$ cat config.mk
export PLATFORM = sky130hd
export DESIGN_NAME = ws_sta_seq_ctrl_flat
export DESIGN_NICKNAME = d
export VERILOG_FILES = /design/src/rtl/ws_sta_seq_ctrl_if.sv /design/src/rtl/ws_sta_seq_ctrl.sv /design/src/flat_wrapper.sv
export SDC_FILE = /design/constraint.sdc
export NUM_CORES = 1
export LEC_CHECK = 0
export CAP_MARGIN = 20
export CORE_MARGIN = 2
export CORE_UTILIZATION = 40
export CTS_CLUSTER_DIAMETER = 100
export DETAILED_ROUTE_END_ITERATION = 7
export GPL_TIMING_DRIVEN = 0
export PLACE_DENSITY = 0.67
export SLEW_MARGIN = 10
export SYNTH_ARGS = -nofsm -noshare
export SYNTH_HDL_FRONTEND = slang
export SYNTH_SLANG_ARGS = --single-unit
export TNS_END_PERCENT = 5
$ cat constraint.sdc
create_clock -name clock -period 4.2 [get_ports clock]
set_clock_uncertainty 0.15 [all_clocks]
set_input_delay 1.05 -clock clock [delete_from_list [all_inputs] [get_ports clock]]
set_output_delay 1.05 -clock clock [all_outputs]
set_load 0.005 [all_outputs]
$ cat src/rtl/ws_sta_seq_ctrl_if.sv
// Control/handshake bundle between the host-side feeders and the systolic-array sequencer.
// The master side drives the requests and feeder valids; the slave side is the sequencer.
interface ws_sta_seq_ctrl_if #(
  parameter int ROWS  = 16,
  parameter int CNT_W = 8
);
  logic             io_start;
  logic [CNT_W-1:0] io_cfgNumA;
  logic             io_busy;
  logic             io_done;
  logic             io_bValid;
  logic             io_bReady;
  logic [ROWS-1:0]  io_propagateB;
  logic             io_aValid;
  logic             io_aReady;
  logic             io_aGate;
  logic             io_cValid;
  logic [CNT_W-1:0] io_cIndex;

  modport master (
    output io_start, io_cfgNumA, io_bValid, io_aValid,
    input  io_busy, io_done, io_bReady, io_propagateB,
           io_aReady, io_aGate, io_cValid, io_cIndex
  );

  modport slave (
    input  io_start, io_cfgNumA, io_bValid, io_aValid,
    output io_busy, io_done, io_bReady, io_propagateB,
           io_aReady, io_aGate, io_cValid, io_cIndex
  );
endinterface

$ cat src/rtl/ws_sta_seq_ctrl.sv
// Job sequencer for the weight-stationary systolic array: weight preload, A streaming,
// drain, with a valid shift pipe that tags each result vector with its ordinal.
module ws_sta_seq_ctrl #(
  parameter int ROWS      = 16,
  parameter int DRAIN_LAT = 31,
  parameter int CNT_W     = 8
) (
  input  logic              clock,
  input  logic              reset,
  ws_sta_seq_ctrl_if.slave  bus
);
  localparam int BW = $clog2(ROWS + 1);

  typedef enum logic [2:0] {
    IDLE     = 3'd0,
    LOAD_B   = 3'd1,
    STREAM_A = 3'd2,
    DRAIN    = 3'd3,
    DONE     = 3'd4
  } state_t;

  state_t               state_r;
  state_t               nextState_s;
  logic [CNT_W-1:0]     numA_r;
  logic [BW-1:0]        bCnt_r;
  logic [CNT_W-1:0]     aCnt_r;
  logic [CNT_W-1:0]     outCnt_r;
  logic [DRAIN_LAT-1:0] pipe_r;
  logic [DRAIN_LAT-1:0] pipeNext_s;
  logic                 startAccept_s;
  logic                 bAccept_s;
  logic                 aAccept_s;
  logic                 shiftEn_s;
  logic                 pipeOut_s;

  assign pipeOut_s  = pipe_r[DRAIN_LAT-1];
  assign pipeNext_s = (pipe_r << 1) | DRAIN_LAT'(aAccept_s);

  // Next-state decode and output strobes; all outputs forced low while reset is asserted.
  always_comb begin
    nextState_s       = state_r;
    startAccept_s     = 1'b0;
    bAccept_s         = 1'b0;
    aAccept_s         = 1'b0;
    shiftEn_s         = 1'b0;
    bus.io_busy       = 1'b0;
    bus.io_done       = 1'b0;
    bus.io_bReady     = 1'b0;
    bus.io_propagateB = '0;
    bus.io_aReady     = 1'b0;
    bus.io_aGate      = 1'b0;
    bus.io_cValid     = 1'b0;
    bus.io_cIndex     = '0;
    if (reset) begin
      nextState_s = IDLE;
    end else begin
      bus.io_cValid = pipeOut_s;
      bus.io_cIndex = outCnt_r;
      case (state_r)
        IDLE: begin
          if (bus.io_start && (bus.io_cfgNumA != '0)) begin
            startAccept_s = 1'b1;
            nextState_s   = LOAD_B;
          end else begin
            nextState_s = IDLE;
          end
        end
        LOAD_B: begin
          bus.io_busy       = 1'b1;
          bus.io_bReady     = 1'b1;
          bus.io_propagateB = {ROWS{bus.io_bValid}};
          bAccept_s         = bus.io_bValid;
          if (bus.io_bValid && (bCnt_r == BW'(ROWS - 1))) begin
            nextState_s = STREAM_A;
          end else begin
            nextState_s = LOAD_B;
          end
        end
        STREAM_A: begin
          bus.io_busy   = 1'b1;
          bus.io_aReady = 1'b1;
          bus.io_aGate  = bus.io_aValid;
          aAccept_s     = bus.io_aValid;
          shiftEn_s     = 1'b1;
          if (bus.io_aValid && (aCnt_r == (numA_r - CNT_W'(1)))) begin
            nextState_s = DRAIN;
          end else begin
            nextState_s = STREAM_A;
          end
        end
        DRAIN: begin
          bus.io_busy = 1'b1;
          shiftEn_s   = 1'b1;
          if (pipeOut_s && (outCnt_r == (numA_r - CNT_W'(1)))) begin
            nextState_s = DONE;
          end else begin
            nextState_s = DRAIN;
          end
        end
        DONE: begin
          bus.io_busy = 1'b1;
          bus.io_done = 1'b1;
          nextState_s = IDLE;
        end
        default: begin
          nextState_s = IDLE;
        end
      endcase
    end
  end

  // State, job length, beat counters and latency pipe; cleared on job start and after DONE.
  always_ff @(posedge clock) begin
    if (reset) begin
      state_r  <= IDLE;
      numA_r   <= '0;
      bCnt_r   <= '0;
      aCnt_r   <= '0;
      outCnt_r <= '0;
      pipe_r   <= '0;
    end else begin
      state_r <= nextState_s;
      if (startAccept_s) begin
        numA_r   <= bus.io_cfgNumA;
        bCnt_r   <= '0;
        aCnt_r   <= '0;
        outCnt_r <= '0;
        pipe_r   <= '0;
      end else if (state_r == DONE) begin
        numA_r   <= '0;
        bCnt_r   <= '0;
        aCnt_r   <= '0;
        outCnt_r <= '0;
        pipe_r   <= '0;
      end else begin
        if (bAccept_s) begin
          bCnt_r <= bCnt_r + BW'(1);
        end
        if (aAccept_s) begin
          aCnt_r <= aCnt_r + CNT_W'(1);
        end
        if (shiftEn_s) begin
          pipe_r <= pipeNext_s;
        end
        if (pipeOut_s) begin
          outCnt_r <= outCnt_r + CNT_W'(1);
        end
      end
    end
  end
endmodule

$ cat src/flat_wrapper.sv
// flat-port wrapper written by rule: the top's interface ports become plain ports
module ws_sta_seq_ctrl_flat 
#(
  parameter int ROWS      = 16,
  parameter int DRAIN_LAT = 31,
  parameter int CNT_W     = 8
)
  (clock, reset, bus_io_start, bus_io_cfgNumA, bus_io_bValid, bus_io_aValid, bus_io_busy, bus_io_done, bus_io_bReady, bus_io_propagateB, bus_io_aReady, bus_io_aGate, bus_io_cValid, bus_io_cIndex);
  ws_sta_seq_ctrl_if #(.ROWS(ROWS), .CNT_W(CNT_W)) bus_i ();
  input  logic clock;
  input  logic reset;
  input wire logic [$bits(bus_i.io_start)-1:0] bus_io_start;
  input wire logic [$bits(bus_i.io_cfgNumA)-1:0] bus_io_cfgNumA;
  input wire logic [$bits(bus_i.io_bValid)-1:0] bus_io_bValid;
  input wire logic [$bits(bus_i.io_aValid)-1:0] bus_io_aValid;
  output wire logic [$bits(bus_i.io_busy)-1:0] bus_io_busy;
  output wire logic [$bits(bus_i.io_done)-1:0] bus_io_done;
  output wire logic [$bits(bus_i.io_bReady)-1:0] bus_io_bReady;
  output wire logic [$bits(bus_i.io_propagateB)-1:0] bus_io_propagateB;
  output wire logic [$bits(bus_i.io_aReady)-1:0] bus_io_aReady;
  output wire logic [$bits(bus_i.io_aGate)-1:0] bus_io_aGate;
  output wire logic [$bits(bus_i.io_cValid)-1:0] bus_io_cValid;
  output wire logic [$bits(bus_i.io_cIndex)-1:0] bus_io_cIndex;
  assign bus_i.io_start = bus_io_start;
  assign bus_i.io_cfgNumA = bus_io_cfgNumA;
  assign bus_i.io_bValid = bus_io_bValid;
  assign bus_i.io_aValid = bus_io_aValid;
  assign bus_io_busy = bus_i.io_busy;
  assign bus_io_done = bus_i.io_done;
  assign bus_io_bReady = bus_i.io_bReady;
  assign bus_io_propagateB = bus_i.io_propagateB;
  assign bus_io_aReady = bus_i.io_aReady;
  assign bus_io_aGate = bus_i.io_aGate;
  assign bus_io_cValid = bus_i.io_cValid;
  assign bus_io_cIndex = bus_i.io_cIndex;
  ws_sta_seq_ctrl #(.ROWS(ROWS), .DRAIN_LAT(DRAIN_LAT), .CNT_W(CNT_W)) u_core (.clock(clock), .reset(reset), .bus(bus_i));
endmodule
==> metrics.csv <==
stage,metric,value,unit
synth,share of the synthesized area in the top cell type,0.417,
pwr,Leak,1.34,nW
clock_tree,Num CTS Buffers,9,
detailed_routing,wire per inst,12.1,µm
setup_path,reg2reg path depth,8,
timing,fin. max-slew vios,0,
setup_path,CP max-delay cell,clkdlybuf4s50_1,
pwr,NetSw,0.308,mW
min_path,end of the worst hold path,u_core.pipe_r[3],
pwr,PD cells,356,mW/mm²
final_layout,fraction of layout instances using a drive strength above 1,0.104,
timing,Tcrit/Tclk final,0.942,
die,Rows,31,
setup_path,critical path data required time,3.00,ns
timing,RSZ-0062 raised after global routing,no,
final_layout,Inserted Diodes,0,
clock_tree,CTS tree,built,
setup_path,Crit Reg-Reg Startpoint,u_core.numA_r[0],
clock_tree,clock sink count,63,
synth,YS warnings,0,
synth,syn nets,385,
pwr,Peak VDD IR,0.256,mV
place,Port Buffer Count,42,
synth,post-synth top area cell,dfxtp_1,
clock_tree,post-cts gate resize count,0,
setup_path,Critical path buffers and inverters,3,
timing,final hold violations,0,
min_path,Hold Crit Start,u_core.pipe_r[2],
pwr,sequential cell fraction of total power,0.455,
clock_tree,CTS root buffer,clkbuf_8,
timing,worst slew pin tran,0.527,ns
clock_tree,cts hold-fix bufs,0,
setup_path,Worst EP arrival,2.76,ns
synth,Cells after Synth,367,
final_layout,area delta synth->final,25.2,%
global_routing,total gr overflow,0,
die,IO Pins,43,
synth,Synth area leaders,"dfxtp_1 42%, nand2_1 9.5%, a21oi_1 6.1%, xor2_1 5.5%, xnor2_1 4.9%",
global_routing,overall routing resource usage,0.158,
timing,"Setup violations, final",0,
setup_path,WP depth,6,
pwr,Int Pwr,1.04,mW
clock_tree,Clock Path Buffers,2,
setup_path,Crit path max-delay family,buffers and inverters,
die,Core Area,0.00729,mm²
setup_path,Startpoint Class,input port,
die,Die X,91.0,µm
synth,synthesized area,0.00303,mm²
detailed_routing,DRT Pass-1 Iters,4,
clock_tree,H-tree depth,3,
place,DPL Wire Length,4.58,mm
status,status,"complete, no violations",
detailed_routing,WL final,6.32,mm
synth,"Seq/Total Area, Yosys",0.417,
global_routing,largest net degree at the start of global routing,23,
setup_path,reg2reg end,u_core.state_r[0],
min_path,Min-Delay Path Class,flop to flop,
detailed_routing,Via density,4.93,
detailed_routing,via count of the routed design,2569,
synth,average cell area after synthesis,8.25,µm²
setup_path,cells along the critical path,"clkdlybuf4s50_1, buf_2, nor2_1, nand2_2, nor2_1, clkdlybuf4s50_1",
min_path,WHS Path Cells,2,
die,Die Height,91.0,µm
detailed_routing,Final ANT Viol Nets,0,
clock_tree,Post-CTS Repair Setup Buffers,0,
detailed_routing,DRC Markers,0,
timing,Max Clock Freq,253,MHz
global_routing,initial antenna violation count,0,
detailed_routing,drt first-iter violations,107,
setup_path,crit-path max FO,14,
setup_path,Crit. End Element,output pin,
global_routing,first-pass GRT wire length,10.7,mm
setup_path,R2R Setup Slk,1.77,ns
timing,Setup TNS,0,ns
pwr,power share of the clock group,0.432,
clock_tree,Skew-Pair Late Insertion Delay,0.33,ns
die,Starting Density,0.415,
pwr,switching part of the total,0.228,
timing,Min Hold Slack,0.300,ns
global_routing,vias in the first global route,2280,
die,die area,0.00828,mm²
clock_tree,clk slew on worst S/H paths,0.06,ns
final_layout,fin nets,437,
synth,"EDFF count, synth",0,
setup_path,CP Class,input port to output pin,
synth,Synth cell types,51,
synth,Main synth FF type,dfxtp_1,
timing,worst-case headroom to the max-slew limit,0.648,
place,GPL Wtd Cong,0.874,
synth,async set-or-reset flop fraction in the synthesized netlist,0,
timing,Final min period,3.96,ns
job,max cap viols,0,
synth,synthesis-stage register bit count,63,
pwr,logic gate share of total power,0.113,
setup_path,"Largest stage delay, worst path",0.53,ns
layout make-up:
type                            instances  area (µm²)
Clock buffer                           11         151
Fill cell                             730        3500
Inverter                                6        22.5
Sequential cell                        63        1260
Tap cell                               99         124
Buffer                                 37         213
Multi-Input combinational cell        260        1530
Clock inverter                          3        67.6
Timing Repair Buffer                   42         420
metrics by stage:
step           cell area [µm²]  setup slack (ns)  utilization  instances  total power, mW
2_1_floorplan             3030              1.23            -        367            0.729
3_3_place_gp              3570            0.0297        0.490        508            0.776
3_5_place_dp              3570            0.0365        0.490        508            0.778
4_1_cts                   3790            0.0275        0.520        522             1.36
5_1_grt                   3790            0.0482        0.520        521             1.40
6_report                  3790             0.242        0.520        521             1.35
kinds of logic after synthesis:
logic type | after synthesis | synth area share
simple gates | 154 | 0.246
compound gates | 63 | 0.127
flops | 63 | 0.417
buf+inv | 44 | 0.0790
xor+xnor | 36 | 0.104
fa+ha+maj | 5 | 0.0207
mux | 2 | 0.00661
Yosys cell counts, drive strengths merged (3+ instances only):
cell type,instances
xnor2,17
buf,22
nand3,4
a22o,6
nor2,31
ha,5
clkbuf,16
o21ai,5
xor2,19
and3,4
a21oi,37
inv,6
nor3,3
nand4,8
nor2b,9
nor4,6
dfxtp,63
nand2,77
worst min-delay path: cells and delay by family (launching register included):
kind,cells,cell delay (ns)
compound gates,1,0.05
flops,1,0.31
simple gates,1,0.05
worst max-delay path by stage:
stage	startpoint	to
finish	reset	bus_io_aReady
global route	reset	bus_io_aReady
CTS	reset	bus_io_aReady
detailed placement	reset	bus_io_aReady
global placement	reset	bus_io_aReady
floorplan	reset	bus_io_aReady
power groups by stage:
stage          clock network (mW)  registers, mW  logic, mW
6_report                    0.582          0.614      0.152
3_5_place_dp                    0          0.627      0.150
4_1_cts                     0.595          0.614      0.152
3_3_place_gp                    0          0.627      0.149
5_1_grt                     0.618          0.615      0.166
2_1_floorplan                   0          0.625      0.104
flip-flops by register name (all words and copies together), names as in the netlist:
signal	cells
u_core.state_r	3
u_core.outCnt_r	8
u_core.aCnt_r	8
u_core.numA_r	8
u_core.bCnt_r	5
u_core.pipe_r	31
per-layer routing:
layer,GRT usage,part of all wire
met5,0,0
met4,0.0480,0.018
met3,0.0539,0.046
met2,0.244,0.46
met1,0.208,0.48
cells in the final DEF (no fill, tap or decap), types with 3 or more instances in the layout:
cell type	netlist	routed
nor2_1	29	29
nand3_1	4	4
a21oi_1	37	37
dfxtp_1	63	63
a22o_1	5	5
ha_1	5	5
nor4_1	4	4
and3_1	4	4
o21ai_0	3	3
nand2_1	77	76
nand4_1	8	8
xnor2_1	17	17
clkbuf_8	0	11
inv_1	6	6
clkdlybuf4s50_1	0	42
buf_4	17	17
clkbuf_1	16	15
nor2b_1	9	9
xor2_1	19	19
Note: power is estimated with default switching activity, not from simulation.
